===== src/rtl/exu_trap.sv =====
// exu_trap: machine-mode trap and interrupt controller.
// Owns mstatus/mie/mip/mtvec/mepc/mcause, synchronizes the irq lines and
// sequences interrupt entry (IDLE -> PEND -> TRAP) and mret exit.
module exu_trap #(
   parameter logic [31:0] MTVEC_RST   = 32'h0000_0000,
   parameter int          SYNC_STAGES = 2
) (
   input  logic        clk,
   input  logic        rst,
   input  logic        i_irq_ext,
   input  logic        i_irq_sft,
   input  logic        i_irq_tmr,
   input  logic        i_inst_val,
   input  logic [31:0] i_inst_pc,
   input  logic        i_mret,
   output logic        o_int_ena,
   output logic [31:0] o_mtvec,
   output logic [31:0] o_mepc,
   input  logic        hs_ex4csr_val,
   output logic        hs_csr4ex_rdy,
   input  logic [11:0] i_csr_addr,
   input  logic        i_csr_wen,
   input  logic [31:0] i_csr_wdata,
   output logic [31:0] o_csr_rdata
);

   localparam logic [11:0] CSR_MSTATUS = 12'h300;
   localparam logic [11:0] CSR_MIE     = 12'h304;
   localparam logic [11:0] CSR_MTVEC   = 12'h305;
   localparam logic [11:0] CSR_MEPC    = 12'h341;
   localparam logic [11:0] CSR_MCAUSE  = 12'h342;
   localparam logic [11:0] CSR_MIP     = 12'h344;

   typedef enum logic [1:0] {IDLE, PEND, TRAP} state_t;

   // Synchronizer stages; within each stage [2]=ext, [1]=tmr, [0]=sft.
   logic [SYNC_STAGES-1:0][2:0] sync_q;
   logic                        mip_ext, mip_tmr, mip_sft;

   state_t      state;
   logic        mstatus_mie, mstatus_mpie;
   logic        mie_meie, mie_mtie, mie_msie;
   logic [31:2] mtvec_q, mepc_q;
   logic [31:0] mcause_q;

   logic [31:0] mstatus_val, mie_val, mip_val;
   logic        take, csr_wr;
   logic [3:0]  int_code;

   // The two low PC bits never reach mepc.
   logic        unused_pc;
   assign unused_pc = ^i_inst_pc[1:0];

   // Bring the asynchronous level irq lines into the clock domain.
   always_ff @(posedge clk) begin
      // NOTE: flops are written with <= so every stage samples the previous
      // stage's old value and the chain shifts by exactly one per edge.
      if (rst) begin
         sync_q <= '0;
      end else begin
         sync_q[0] <= {i_irq_ext, i_irq_tmr, i_irq_sft};
         for (int i = 1; i < SYNC_STAGES; i++) begin
            sync_q[i] <= sync_q[i-1];
         end
      end
   end

   assign {mip_ext, mip_tmr, mip_sft} = sync_q[SYNC_STAGES-1];

   assign mstatus_val = {19'b0, 2'b11, 3'b0, mstatus_mpie, 3'b0, mstatus_mie, 3'b0};
   assign mie_val     = {20'b0, mie_meie, 3'b0, mie_mtie, 3'b0, mie_msie, 3'b0};
   assign mip_val     = {20'b0, mip_ext,  3'b0, mip_tmr,  3'b0, mip_sft,  3'b0};

   assign take   = mstatus_mie & (|(mip_val & mie_val));
   assign csr_wr = hs_ex4csr_val & i_csr_wen;

   // Entry fires only on a real instruction boundary that is neither an mret
   // nor a CSR access, so entry never races a CSR write.
   assign o_int_ena = (state == PEND) & take & i_inst_val & ~i_mret & ~hs_ex4csr_val;

   assign o_mtvec       = {mtvec_q, 2'b00};
   assign o_mepc        = {mepc_q, 2'b00};
   assign hs_csr4ex_rdy = 1'b1;

   // Pick the cause code of the highest-priority enabled pending interrupt.
   always_comb begin
      // NOTE: assigning a default first keeps this block purely combinational;
      // a path that left int_code unassigned would infer a latch.
      int_code = 4'd7;
      if (mip_ext & mie_meie) begin
         int_code = 4'd11;
      end else if (mip_sft & mie_msie) begin
         int_code = 4'd3;
      end
   end

   // CSR read mux; unmapped addresses read zero.
   always_comb begin
      o_csr_rdata = '0;
      case (i_csr_addr)
         CSR_MSTATUS: o_csr_rdata = mstatus_val;
         CSR_MIE:     o_csr_rdata = mie_val;
         CSR_MTVEC:   o_csr_rdata = o_mtvec;
         CSR_MEPC:    o_csr_rdata = o_mepc;
         CSR_MCAUSE:  o_csr_rdata = mcause_q;
         CSR_MIP:     o_csr_rdata = mip_val;
         default:     o_csr_rdata = '0;
      endcase
   end

   // Trap FSM plus CSR state; later assignments win, so mret overrides both
   // a same-cycle mstatus write and any state transition.
   always_ff @(posedge clk) begin
      if (rst) begin
         state        <= IDLE;
         mstatus_mie  <= 1'b0;
         mstatus_mpie <= 1'b0;
         mie_meie     <= 1'b0;
         mie_mtie     <= 1'b0;
         mie_msie     <= 1'b0;
         mtvec_q      <= MTVEC_RST[31:2];
         mepc_q       <= '0;
         mcause_q     <= '0;
      end else begin
         if (csr_wr) begin
            case (i_csr_addr)
               CSR_MSTATUS: begin
                  mstatus_mie  <= i_csr_wdata[3];
                  mstatus_mpie <= i_csr_wdata[7];
               end
               CSR_MIE: begin
                  mie_msie <= i_csr_wdata[3];
                  mie_mtie <= i_csr_wdata[7];
                  mie_meie <= i_csr_wdata[11];
               end
               CSR_MTVEC:  mtvec_q  <= i_csr_wdata[31:2];
               CSR_MEPC:   mepc_q   <= i_csr_wdata[31:2];
               CSR_MCAUSE: mcause_q <= i_csr_wdata;
               default: ;
            endcase
         end

         case (state)
            IDLE: begin
               if (take) state <= PEND;
            end
            PEND: begin
               if (o_int_ena) begin
                  mepc_q       <= i_inst_pc[31:2];
                  mcause_q     <= {1'b1, 27'b0, int_code};
                  mstatus_mpie <= mstatus_mie;
                  mstatus_mie  <= 1'b0;
                  state        <= TRAP;
               end else if (!take) begin
                  state <= IDLE;
               end
            end
            TRAP: ;
            default: state <= IDLE;
         endcase

         if (i_mret) begin
            mstatus_mie  <= mstatus_mpie;
            mstatus_mpie <= 1'b1;
            state        <= IDLE;
         end
      end
   end

endmodule

===== config.mk =====
export PLATFORM = sky130hd
export DESIGN_NAME = exu_trap
export DESIGN_NICKNAME = d
export VERILOG_FILES = /design/src/rtl/exu_trap.sv
export SDC_FILE = /design/constraint.sdc
export NUM_CORES = 1
export LEC_CHECK = 0
export ABC_CLOCK_PERIOD_IN_PS = 3000
export CORE_MARGIN = 2
export CORE_UTILIZATION = 40
export DETAILED_ROUTE_END_ITERATION = 10
export PLACE_DENSITY = 0.73
export SYNTH_ARGS = -nofsm -noshare
export SYNTH_HDL_FRONTEND = slang
export SYNTH_SLANG_ARGS = --single-unit

===== constraint.sdc =====
create_clock -name clk -period 3 [get_ports clk]
set_input_delay 0.6 -clock clk [delete_from_list [all_inputs] [get_ports clk]]
set_output_delay 0.6 -clock clk [all_outputs]
set_load 0.1 [all_outputs]

==> flow_summary.json <==
{
  "drt_iter0_markers": 855,
  "yosys.area.top_type_share_pct": 41.1,
  "synth_cell_types": 44,
  "grt_pass1_wl_um": 28100,
  "fin_crit_sh_pct": 97.7,
  "rsz0062_at_grt": "no",
  "status": "completed",
  "met3_usage_pct": 4.22,
  "core.rowCount": 41,
  "ys_seq_area_share_pct": 41.1,
  "design_area_mm2": 0.00784,
  "cap_violations": 0,
  "cts_sinks": 105,
  "finalWorstSetupSlack_ps": 68.7,
  "clock_latency_ps": 340,
  "pre_cts_slack_ps": -192,
  "met1_usage_pct": 33.0,
  "die_y_um": 117,
  "ys_dominant_reg_cell": "dfxtp_1",
  "clk_path_buf_depth": 2,
  "max_freq_mhz": 341,
  "overflow": 0,
  "worstMarginPinSlew_ps": 736,
  "htreeDepth": 3,
  "end_kind": "output port",
  "wl_um": 18700,
  "dieArea_mm2": 0.0137,
  "drc": 0,
  "via_per_inst": 5.93,
  "critical_path.max_fanout": 5,
  "fillers": 1038,
  "yosys_warnings": 0,
  "final-instance-count-excl-fill": 945,
  "avgSynthCellArea_um2": 8.59,
  "cts_tree": "yes",
  "fin_crit_ps": 2930,
  "hold-path-cell-count": 1,
  "cts-root-buf": "clkbuf_16",
  "core_mm2": 0.0126,
  "n_antenna_cell": 0,
  "ys_top_cells_by_area": "dfxtp_1 (41%), mux2i_1 (6.9%), nand3_1 (6.0%)",
  "hold_slack_ps": 446,
  "regArea_mm2": 0.00210,
  "dp.cells": 917,
  "hold_viol": 0,
  "path_class": "in2out",
  "post-synth-top-count-cell": "dfxtp_1",
  "hp-class": "reg2reg",
  "worst-r2r-cell-count": 6,
  "io_pins": 183,
  "power.density_mw_per_mm2": 366,
  "dpl.hpwl_um": 12100,
  "ys_ff_latch": 105,
  "die_w_um": 117,
  "area_growth_pct": 53.3,
  "clk_pin_slew_ps": 70,
  "dpl_cell_area_mm2": 0.00731,
  "grt_pass1_vias": 5478,
  "antenna_found_initial": 0,
  "final_nets": 854,
  "grt_max_degree": 68,
  "relSlewSlack_pct": 51.0,
  "drv_slew": 0,
  "grt_use_total_pct": 26.2,
  "firstDrtPassIters": 7,
  "use_met2_pct": 45.4,
  "syn_area_mm2": 0.00511,
  "arrival_ps": 2330,
  "finish.utilization_pct": 62.3,
  "required_ps": 2400,
  "hold_buffers": 0,
  "leakage_nw": 3.01,
  "yosys-top-cells-count": "dfxtp_1 (105), nor2_1 (66), nand3_1 (61)",
  "setup_violations": 0,
  "cts_buffers": 9,
  "antenna_left": 0,
  "peakVddDrop_uv": 242,
  "async_flop_share_pct": 0,
  "vias": 5608,
  "gp_congestion": 0.919,
  "top_usage_layer": "met2",
  "drive_gt1_share_pct": 27.3,
  "cp-start-kind": "input pin",
  "fin_worst_skew_ps": 8.34,
  "reg2reg_setup_slack_ps": 540,
  "drt-wirelength-per-cell_um": 19.8,
  "netlist_instances": 595,
  "synth-edff-count": 0,
  "numPortBuffers": 175,
  "yosysTopAreaCell": "dfxtp_1",
  "multi_input_area_mm2": 0.00260,
  "start_util_pct": 40.7
}
## per-stage QoR
| stage | TNS [ps] | total power, W |
|---|---|---|
| after floorplan | -251 | 0.00153 |
| after global placement | -3660 | 0.00169 |
| after detailed placement | -5050 | 0.00169 |
| after CTS | 0 | 0.00287 |
| after global routing | 0 | 0.00295 |
| final | 0 | 0.00286 |
## path summary, 6_finish.rpt
path,startpoint,to
setup / recovery,i_csr_addr[5],o_csr_rdata[9]
hold / removal,sync_q[0],mip_sft
setup reg to reg,mip_sft,mstatus_mie
hold reg to reg,sync_q[0],mip_sft
## registers in the layout, summed over array words and instances (netlist names)
name,flops
mstatus_mpie,1
mip_tmr,1
mie_meie,1
mip_ext,1
mip_sft,1
mepc_q,30
mie_mtie,1
state,2
mtvec_q,30
mstatus_mie,1
sync_q,3
mcause_q,32
mie_msie,1
## logic make-up after synthesis
| group | Yosys count | synth area share (%) |
|---|---|---|
| other cells | 2 | 0.147 |
| compound gates | 175 | 23.1 |
| simple gates | 182 | 19.2 |
| mux | 35 | 6.85 |
| buf+inv | 96 | 9.60 |
| flops | 105 | 41.1 |
## routing by layer
layer / wire [um] / vias up
li1: - / 2526
met3: 1590 / 51
met1: 7410 / 2686
met2: 9110 / 345
met5: 0 / -
met4: 562 / 0
## worst max-delay path: stages
cell and delay [ps]:
dlygate4sd2_1 230, or3_4 440, nor4_4 300, buf_6 170, buf_12 120, clkbuf_16 140
a222oi_1 70, inv_2 90, buf_12 170
## cell usage in the layout, fill, tap and decap left out, drive strengths merged, types with 3 or more instances in the layout
cell type	synthesis	final
a21oi	32	32
a222oi	27	27
a22oi	5	5
a311oi	32	32
a31oi	4	4
and2	4	4
buf	34	145
clkbuf	33	10
clkdlybuf4s50	0	69
conb	2	5
dfxtp	105	105
dlygate4sd2	0	10
inv	29	32
mux2i	35	35
nand2	7	7
nand2b	11	11
nand3	61	61
nor2	66	66
nor2b	7	7
nor3	3	3
nor4	5	5
o21ai	66	66
or3	4	4
## area by class of cell
type | instances | area share [%]
clock buffers | 9 | 2.87
clock inverters | 6 | 0.926
inverters | 29 | 1.39
multi-input cells | 397 | 33.2
flip-flops and latches | 105 | 26.8
well taps | 172 | 2.75
repair buffers | 227 | 32.0
## power breakdown
group	internal [W]	total [W]	switching, W	leakage (nW)
clock	0.000654	0.00120	0.000544	0.143
combinational	0.000129	0.000265	0.000136	2.02
sequential	0.00140	0.00140	0.00000355	0.847
## timing repair
action	4_1_cts	5_1_grt
pin swaps	6	11
cloned	3	1
hold endpoints to repair	0	0
resized for setup	18	15
buffers inserted	7	6
endpoints found under the setup margin	32	30
No activity file was read; power rests on OpenSTA's default activity.
